==> src/rtl/muldiv_sequencer_pkg.sv <==
// Shared datapath definitions for the multiply/divide unit: operation
// encodings, sequencer state encodings and small op-decode helpers.
package muldiv_sequencer_pkg;

  typedef enum logic [1:0] {
    OP_MULT  = 2'd0,
    OP_MULTU = 2'd1,
    OP_DIV   = 2'd2,
    OP_DIVU  = 2'd3
  } op_e;

  typedef enum logic [1:0] {
    S_IDLE = 2'd0,
    S_RUN  = 2'd1,
    S_FIX  = 2'd2,
    S_DONE = 2'd3
  } state_e;

  function automatic logic op_is_div(op_e op);
    return op[1];
  endfunction

  function automatic logic op_is_signed(op_e op);
    return ~op[0];
  endfunction

endpackage

==> src/rtl/muldiv_step.sv <==
// One iteration of the unsigned datapath on the 2*WIDTH accumulator.
// Multiply: acc = {partial product, multiplier}, add-then-shift-right.
// Divide:   acc = {remainder, dividend/quotient}, restoring shift-subtract.
module muldiv_step #(
  parameter int WIDTH = 32
) (
  input  logic [2*WIDTH-1:0] acc,
  input  logic [WIDTH-1:0]   opnd,
  input  logic               is_div,
  output logic [2*WIDTH-1:0] acc_next
);

  logic [WIDTH:0] sum;
  logic [WIDTH:0] rem_shift;
  logic [WIDTH:0] diff;

  // Single combinational step; diff[WIDTH] set means the trial subtract borrowed.
  always_comb begin
    sum       = {1'b0, acc[2*WIDTH-1:WIDTH]} + {1'b0, opnd};
    rem_shift = acc[2*WIDTH-1:WIDTH-1];
    diff      = rem_shift - {1'b0, opnd};
    acc_next  = '0;
    if (is_div) begin
      if (!diff[WIDTH]) acc_next = {diff[WIDTH-1:0], acc[WIDTH-2:0], 1'b1};
      else              acc_next = {rem_shift[WIDTH-1:0], acc[WIDTH-2:0], 1'b0};
    end else if (acc[0]) begin
      acc_next = {sum, acc[WIDTH-1:1]};
    end else begin
      acc_next = {1'b0, acc[2*WIDTH-1:1]};
    end
  end

endmodule

==> src/rtl/muldiv_sequencer.sv <==
// Iterative MULT/MULTU/DIV/DIVU unit with HI/LO registers and pipeline stall.
//
// state  | meaning
// IDLE   | waiting for Start; Hi/Lo writable
// RUN    | WIDTH iterations of the shift-add / shift-subtract step
// FIX    | sign correction of the result, Hi/Lo loaded on exit
// DONE   | one cycle, result valid in Hi/Lo; Start here chains a new op
module muldiv_sequencer
  import muldiv_sequencer_pkg::*;
#(
  parameter int WIDTH = 32
) (
  input  logic             Clk,
  input  logic             Reset,
  input  logic             Start,
  input  logic [1:0]       Op,
  input  logic [WIDTH-1:0] A,
  input  logic [WIDTH-1:0] B,
  input  logic             HiLoRead,
  input  logic [1:0]       HiLoWrite,
  input  logic [WIDTH-1:0] WrData,
  output logic             Busy,
  output logic             Stall,
  output logic             Done,
  output logic             DivByZero,
  output logic [WIDTH-1:0] Hi,
  output logic [WIDTH-1:0] Lo
);

  localparam int CW = $clog2(WIDTH);
  localparam logic [CW-1:0] LAST = CW'(WIDTH - 1);

  state_e               state, state_nxt;
  logic                 accept;
  logic [CW-1:0]        count;
  op_e                  op_in, op_q;
  logic                 is_div_q;
  logic [2*WIDTH-1:0]   acc_q, acc_step, prod;
  logic [WIDTH-1:0]     opnd_q, a_raw_q;
  logic                 neg_res_q, neg_rem_q, div_zero_q;
  logic                 sign_a, sign_b;
  logic [WIDTH-1:0]     mag_a, mag_b;
  logic [WIDTH-1:0]     res_hi, res_lo, hi_q, lo_q;

  assign op_in    = op_e'(Op);
  assign is_div_q = op_is_div(op_q);

  // Operand magnitudes for the unsigned core; signs are restored in FIX.
  always_comb begin
    sign_a = op_is_signed(op_in) & A[WIDTH-1];
    sign_b = op_is_signed(op_in) & B[WIDTH-1];
    mag_a  = sign_a ? -A : A;
    mag_b  = sign_b ? -B : B;
  end

  // State register.
  always_ff @(posedge Clk) begin
    if (Reset) state <= S_IDLE;
    else       state <= state_nxt;
  end

  // Next-state and status outputs; Start while busy is dropped but stalls.
  always_comb begin
    state_nxt = state;
    accept    = 1'b0;
    case (state)
      S_IDLE: if (Start) begin
        state_nxt = S_RUN;
        accept    = 1'b1;
      end
      S_RUN:  if (count == LAST) state_nxt = S_FIX;
      S_FIX:  state_nxt = S_DONE;
      S_DONE: begin
        state_nxt = Start ? S_RUN : S_IDLE;
        accept    = Start;
      end
      default: state_nxt = S_IDLE;
    endcase
    Busy      = (state == S_RUN) || (state == S_FIX);
    Stall     = Busy & (HiLoRead | (|HiLoWrite) | Start);
    Done      = (state == S_DONE);
    DivByZero = (state == S_DONE) & div_zero_q;
  end

  muldiv_step #(.WIDTH(WIDTH)) u_step (
    .acc      (acc_q),
    .opnd     (opnd_q),
    .is_div   (is_div_q),
    .acc_next (acc_step)
  );

  // Operand latch on accept, then one datapath step per RUN cycle.
  always_ff @(posedge Clk) begin
    if (Reset) begin
      count      <= '0;
      op_q       <= OP_MULT;
      acc_q      <= '0;
      opnd_q     <= '0;
      a_raw_q    <= '0;
      neg_res_q  <= 1'b0;
      neg_rem_q  <= 1'b0;
      div_zero_q <= 1'b0;
    end else if (accept) begin
      count      <= '0;
      op_q       <= op_in;
      acc_q      <= op_is_div(op_in) ? {{WIDTH{1'b0}}, mag_a} : {{WIDTH{1'b0}}, mag_b};
      opnd_q     <= op_is_div(op_in) ? mag_b : mag_a;
      a_raw_q    <= A;
      neg_res_q  <= sign_a ^ sign_b;
      neg_rem_q  <= sign_a & op_is_div(op_in);
      div_zero_q <= op_is_div(op_in) & (B == '0);
    end else if (state == S_RUN) begin
      acc_q <= acc_step;
      count <= count + 1'b1;
    end
  end

  // Sign fix-up; divide-by-zero returns the dividend untouched and all-ones.
  always_comb begin
    prod   = neg_res_q ? -acc_q : acc_q;
    res_hi = prod[2*WIDTH-1:WIDTH];
    res_lo = prod[WIDTH-1:0];
    if (is_div_q) begin
      if (div_zero_q) begin
        res_hi = a_raw_q;
        res_lo = '1;
      end else begin
        res_hi = neg_rem_q ? -acc_q[2*WIDTH-1:WIDTH] : acc_q[2*WIDTH-1:WIDTH];
        res_lo = neg_res_q ? -acc_q[WIDTH-1:0] : acc_q[WIDTH-1:0];
      end
    end
  end

  // HI/LO: result load from FIX wins; MTHI/MTLO only when the unit is idle.
  always_ff @(posedge Clk) begin
    if (Reset) begin
      hi_q <= '0;
      lo_q <= '0;
    end else if (state == S_FIX) begin
      hi_q <= res_hi;
      lo_q <= res_lo;
    end else if (!Busy) begin
      if (HiLoWrite[1]) hi_q <= WrData;
      if (HiLoWrite[0]) lo_q <= WrData;
    end
  end

  assign Hi = hi_q;
  assign Lo = lo_q;

endmodule

==> config.mk <==
export PLATFORM = sky130hd
export DESIGN_NAME = muldiv_sequencer
export DESIGN_NICKNAME = d
export VERILOG_FILES = /design/src/rtl/muldiv_sequencer_pkg.sv /design/src/rtl/muldiv_step.sv /design/src/rtl/muldiv_sequencer.sv
export SDC_FILE = /design/constraint.sdc
export NUM_CORES = 1
export LEC_CHECK = 0
export CORE_ASPECT_RATIO = 0.5
export CORE_MARGIN = 10
export CORE_UTILIZATION = 50
export DETAILED_ROUTE_END_ITERATION = 10
export MAX_ROUTING_LAYER = met4
export PLACE_DENSITY_LB_ADDON = 0.15
export SLEW_MARGIN = 5
export SYNTH_ARGS = -nofsm -noshare
export SYNTH_HDL_FRONTEND = slang
export SYNTH_SLANG_ARGS = --single-unit
==> constraint.sdc <==
create_clock -name Clk -period 5.03 [get_ports Clk]
set_clock_uncertainty 0.2 [all_clocks]
set_input_delay 1.006 -clock Clk [delete_from_list [all_inputs] [get_ports Clk]]
set_output_delay 1.006 -clock Clk [all_outputs]
set_load 0.005 [all_outputs]
## Word-level counts from Yosys, hierarchy flattened

Index checks and enable logic that the tools add are counted.

- Bits of input ports: 104
- Bits in read-only memories: 0
- Word-level logic and storage cells: 75
- Bits in registers: 204
- Output and inout bits: 68
- RAM bits: 0
- Memories kept: 0
- Latch bits: 0

- Order comparisons: 0
- Multiply operators: 0
- Multiplexer cells: 28
- $add $sub $neg: 8
- Shift operators: 0
- Reductions and logical operators: 11
- Eq/ne operators: 7
- Bitwise gates (word level): 10
- Divide/modulo/power cells: 0

Operators with widths:

| operator | count |
|---|---|
| 2-to-1 mux 32 bit | 16 |
| 2-to-1 mux 64 bit | 6 |
| negation 32 bit | 4 |
| negation 64 bit | 1 |
| adder 32 x 32 -> 33 bit | 1 |
| subtractor 33 x 32 -> 33 bit | 1 |
| zero test 32 bit | 1 |
| one-hot mux 2 bit (4 select lines) | 1 |
| bitwise AND 1 bit | 6 |
| AND reduction 2 bit | 3 |
| nonzero test 2 bit | 3 |
| adder 5 x 1 -> 5 bit (second input constant) | 1 |
| equality test 5 bit (second input constant) | 1 |
| equality test 2 bit (second input constant) | 2 |
| 2-to-1 mux 2 bit | 2 |
| != test 2 bit (second input constant) | 2 |
| OR reduction 2 bit | 2 |
| equality test 2 x 1 -> 1 bit (second input constant) | 1 |
| zero test 2 bit | 1 |
| 2-to-1 mux 1 bit | 2 |
| != test 2 x 1 -> 1 bit (second input constant) | 1 |
| OR 1 bit | 2 |
| one-hot mux 1 bit (2 select lines) | 1 |
| logical OR 1 bit | 1 |
| 2 further kinds | 2 |

## Logic depth before layout (Yosys ltp)

Gate-level depths: netlist (run 1).

- Depth after elaboration: 5
- Mapped depth: 14
- Depth with buffers taken out: 12

## By module

Synthesis (run 1) repeated with hierarchy kept, for this count alone.

- Cells, all modules: 2367
- Area, all modules: 17654.4 µm²

Modules (own cells, without submodules):

| module | cells each | times used | area an instance (µm²) | seq. area each (µm²) |
|---|---|---|---|---|
| muldiv_sequencer | 1683 | 1 | 12857.3 | 4063.9 |
| muldiv_step | 684 | 1 | 4797.1 | 0.0 |

## Worst setup path after synthesis (run 1)

No wires, ideal clock.

- Kind: register to register
- Start point: reg acc_q[31]
- End point: reg acc_q[60]
- Setup time: 0.115 ns
- Data required time: 4.715 ns
- Cell stages (with the launch flop): 15
- Path slack: 1.271 ns
- Clock period less this slack: 3.759 ns
- Buffers on the path: 2
- Arrival time: 3.445 ns
- Path through: dfxtp_1 > inv_1 > ha_1 > fa_1 > nor2b_1 > o31a_1 > o211ai_1 > a2111oi_1 > nor3_1 > or4_1 > clkbuf_1 > clkbuf_1 > a41oi_1 > o311ai_0 > o21a_1

- Word-level cells in the longest chain between the ends: 5

Ends and longest elaborated chain:

| item | line | RTL |
|---|---|---|
| from (decl) | muldiv_sequencer.sv:38 | `logic [2*WIDTH-1:0] acc_q, acc_step, prod;` |
| from (signal assigned) | muldiv_sequencer.sv:106 | `acc_q <= op_is_div(op_in) ? {{WIDTH{1'b0}}, mag_a} : {{WIDTH{1'b0}}, mag_b};` |
| from (signal assigned) | muldiv_sequencer.sv:113 | `acc_q <= acc_step;` |
| subtractor 33 x 32 -> 33 bit | muldiv_step.sv:21 | `diff = rem_shift - {1'b0, opnd};` |
| 2-to-1 mux 64 bit | muldiv_step.sv:24 | `if (!diff[WIDTH]) acc_next = {diff[WIDTH-1:0], acc[WIDTH-2:0], 1'b1};` |
| 2-to-1 mux 64 bit | muldiv_step.sv:23 | `if (is_div) begin` |
| 2-to-1 mux 64 bit | muldiv_sequencer.sv:112 | `end else if (state == S_RUN) begin` |
| 2-to-1 mux 64 bit | muldiv_sequencer.sv:103 | `end else if (accept) begin` |

Every way passes these cells. The select of a mux whose other input is x is not followed.
A chain may end at the register's enable or synchronous reset.

## Worst setup path after layout (run 1)

- Start point: reg acc_q[31]
- End point: reg acc_q[35]

The elaborated chain is that of the path after synthesis.

==> key figures, run 1 <==
Status
  – Outcome: finished, final reports clean

Setup path
  – Slowest stage delay, CP: 0.66 ns
  – Crit path max-delay family: compound AO/OA/AOI/OAI gates
  – Worst path bufs/invs: 2
  – Critical Path Fanout Max: 16
  – CP cell instances: inv_1, ha_1, fa_1, nor2b_1, o31a_1, o211ai_1, a2111oi_1, nor3_1, or4_1, buf_4, or3_1, a31oi_1, a22o_1
  – Crit Path Class: register to register
  – CP Capture Type: register
  – Levels on crit path: 13
  – Startpoint types: register
  – CP required: 5.31 ns
  – CP arrival: 4.62 ns
  – R2R cell count: 13
  – CP max stage cell: a2111oi_1

Detailed routing
  – DRT Pass-1 Iters: 5
  – Vias per std cell: 6.37
  – Via count: approximately 18000
  – DRC: 0
  – Drt first-iter violations: approximately 2100
  – DR WL/cell: 24.3 um
  – Post-route ant nets: 0
  – Final wirelength: 69.3 mm

Yosys
  – Yosys top cell area share: 0.239
  – Yosys cell types: 78
  – Sequential area share after synthesis: 0.239
  – Synthesized area: around 0.017 sq mm
  – Ys Warns: 0
  – Synth top area cells: dfxtp_1 (24%), nand2_1 (7.7%), a21oi_1 (7.0%)
  – EDFF count, synth: 0
  – Register bit total from synthesis: 203
  – Main flop type after synthesis: dfxtp_1
  – Avg Cell Area, Syn: 7.30 sq um
  – Syn Nets: about 2500
  – Yosys top cell by area: dfxtp_1
  – Synth Instances: 2335
  – Async set-reset flop share out of synthesis: 0

Global routing
  – Total track usage: 0.325
  – Largest net degree at the start of global routing: 88
  – Total grt overflow: 0
  – First-pass GRT wire length: 103 mm
  – Vias in the first global route: approximately 17000
  – Initial antenna violation count: 5

CTS
  – Post_cts resized: 0
  – Root Driver: clkbuf_16
  – # hold bufs at CTS: 0
  – H-tree levels: 1
  – Clock-pin slew on the worst setup and hold paths: ~0.070 ns
  – Clock Sinks: 203
  – Maximum root-to-sink buffer count: 3
  – CTS tree: built
  – Skew-Pair Late Insertion Delay: about 0.54 ns
  – Setup Buffers After CTS: 0
  – Total CTS buffers: 22

STA
  – Period utilization: 0.861
  – Minimum clock period: 4.33 ns
  – Final Max Tran Viols: 0
  – Fmax: roughly 230 MHz
  – RSZ-0062 raised after global routing: no
  – Final setup viols: 0
  – Slew headroom: 0.234
  – Worst Max-Slew Pin Slew: between 1 and 1.5 ns
  – Final Hold Vio Count: 0
  – Setup TNS: 0 ns

Layout
  – Area grow syn2layout: 16.0%
  – Nets: 2580
  – Share of layout cells above drive strength 1: 0.0597
  – Fill cells: 3205

Power and ir drop
  – Power Total: 0.0107 W
  – Lkg Pwr: 7.34 nW
  – Worst vdd ir: 0.316 mV
  – PD cells: 540 mW/mm^2

Place
  – GPL Wtd Cong: roughly 1.0
  – Number of port buffers: 171
  – Detail Placement HPWL: 53.6 mm

Floorplanning
  – Initial Utilization: 0.511
  – Core Area: 0.0333 sq mm
  – Die area: approximately 0.042 sq mm
  – Ports: 172
  – Die Ht: 151 um
  – Die width: 281 um
  – Core Rows: 47

Min path
  – Worst hold stages: 2
  – Worst min path class: register to register

Flow run
  – Max-cap violations: 0
[power breakdown]
part / switching, W / total [W] / internal [W]
Combinational: 0.00392 / 0.00634 / 0.00243
Clock: 0.000765 / 0.00166 / 0.000891
Sequential: 0.000608 / 0.00267 / 0.00206
[cell type report]
type	count	area (sq um)	area share
multi-input combinational	1875	12000	0.608
sequential	203	4070	0.206
timing repair buffer	232	2160	0.109
antenna	3	7.51	0.000380
clock inverter	13	91.3	0.00462
clock buffer	27	621	0.0314
inverter	64	240	0.0122
tap	441	552	0.0279
[layout by cell type (no fill, tap or decap), drive strengths merged, types with 19 or more instances in the layout]
| cell type | count |
|---|---|
| nand2 | 351 |
| a21oi | 238 |
| dfxtp | 203 |
| nor2 | 172 |
| clkdlybuf4s50 | 169 |
| xnor2 | 132 |
| o21ai | 126 |
| o211ai | 87 |
| mux2i | 86 |
| ha | 76 |
| xor2 | 67 |
| inv | 66 |
| buf | 63 |
| a211oi | 50 |
| nor3 | 49 |
| o31ai | 34 |
| o221ai | 31 |
| clkbuf | 27 |
| nand3 | 24 |
| nor2b | 24 |
| nand2b | 24 |
| a21o | 23 |
| nor4 | 22 |
| a31oi | 19 |
[Yosys cell counts (all sizes together) (18+ instances only)]
library cell and number:
a31oi 19, o21ai 126, o221ai 31, nor4 22, a21oi 238, mux2i 86, buf 26, nand2b 24
xnor2 132, nor2 172, xor2 67, o31ai 34, clkbuf 167, a21o 23, ha 76, o21a 18
inv 63, dfxtp 203, a211oi 50, o211ai 87, nand2 351, nand3 24, nor3 49, nor2b 24
[worst paths after layout]
check                       endpoint  slack (ns)                     from
max           acc_q[35]$_SDFFE_PP0P_        0.70   acc_q[31]$_SDFFE_PP0P_
min          a_raw_q[4]$_SDFFE_PP0P_        0.25  a_raw_q[4]$_SDFFE_PP0P_
max reg2reg   acc_q[35]$_SDFFE_PP0P_        0.70   acc_q[31]$_SDFFE_PP0P_
min reg2reg  a_raw_q[4]$_SDFFE_PP0P_        0.25  a_raw_q[4]$_SDFFE_PP0P_
[stage by stage]
stage	instances	util	hold slack (ns)	setup WS (ns)	cell area (sq um)
6_report	2858	0.593	0.251	0.697	19800
3_3_place_gp	2815	0.571	0.238	0.727	19000
2_1_floorplan	2335	-	0.231	1.27	17000
5_1_grt	2858	0.593	0.269	0.485	19800
3_5_place_dp	2815	0.571	0.243	0.746	19000
4_1_cts	2855	0.593	0.252	0.725	19800
[registers in the layout, indices dropped and copies added, names as in the netlist]
name and flops:
neg_res_q 1, op_q 1, count 5, Hi 32, opnd_q 32, a_raw_q 32, acc_q 64, state 2
neg_rem_q 1, Lo 32, div_zero_q 1
[logic make-up (layout without fill, tap and decap cells)]
family	after synthesis	in the layout	synth area share
xor gates and xnor gates	199	199	0.102
muxes	93	93	0.0552
AOI/OAI and AO/OA	752	752	0.288
adders and majority gates	78	78	0.0582
other	0	3	0
buffers and inverters	257	336	0.0579
DFF	203	203	0.239
and+or+nand+nor	753	753	0.200
[layer usage]
layer  GRT usage  share of wire
met2       0.475           0.42
met3      0.0572           0.11
met5           -              0
met1       0.459           0.44
met4      0.0677          0.021
[worst reg2reg max path, cell delays in order (launching register included)]
cell and delay [ns]:
dfxtp_1 0.40, inv_1 0.14, ha_1 0.26, fa_1 0.42, nor2b_1 0.17, o31a_1 0.21
o211ai_1 0.18, a2111oi_1 0.66, nor3_1 0.19, or4_1 0.57, buf_4 0.22, or3_1 0.38
a31oi_1 0.16, a22o_1 0.13
(Power assumes the default switching activity.)
==> inputs of run 2 (changes only) <==
--- a/config.mk
+++ b/config.mk
@@ -9,6 +9,7 @@
 export CORE_MARGIN = 10
 export CORE_UTILIZATION = 50
 export DETAILED_ROUTE_END_ITERATION = 10
+export GPL_ROUTABILITY_DRIVEN = 1
 export MAX_ROUTING_LAYER = met4
 export PLACE_DENSITY_LB_ADDON = 0.15
 export SLEW_MARGIN = 5
==> results of run 2 <==
The final DEF is identical to that of run 1; final timing and power are the same.
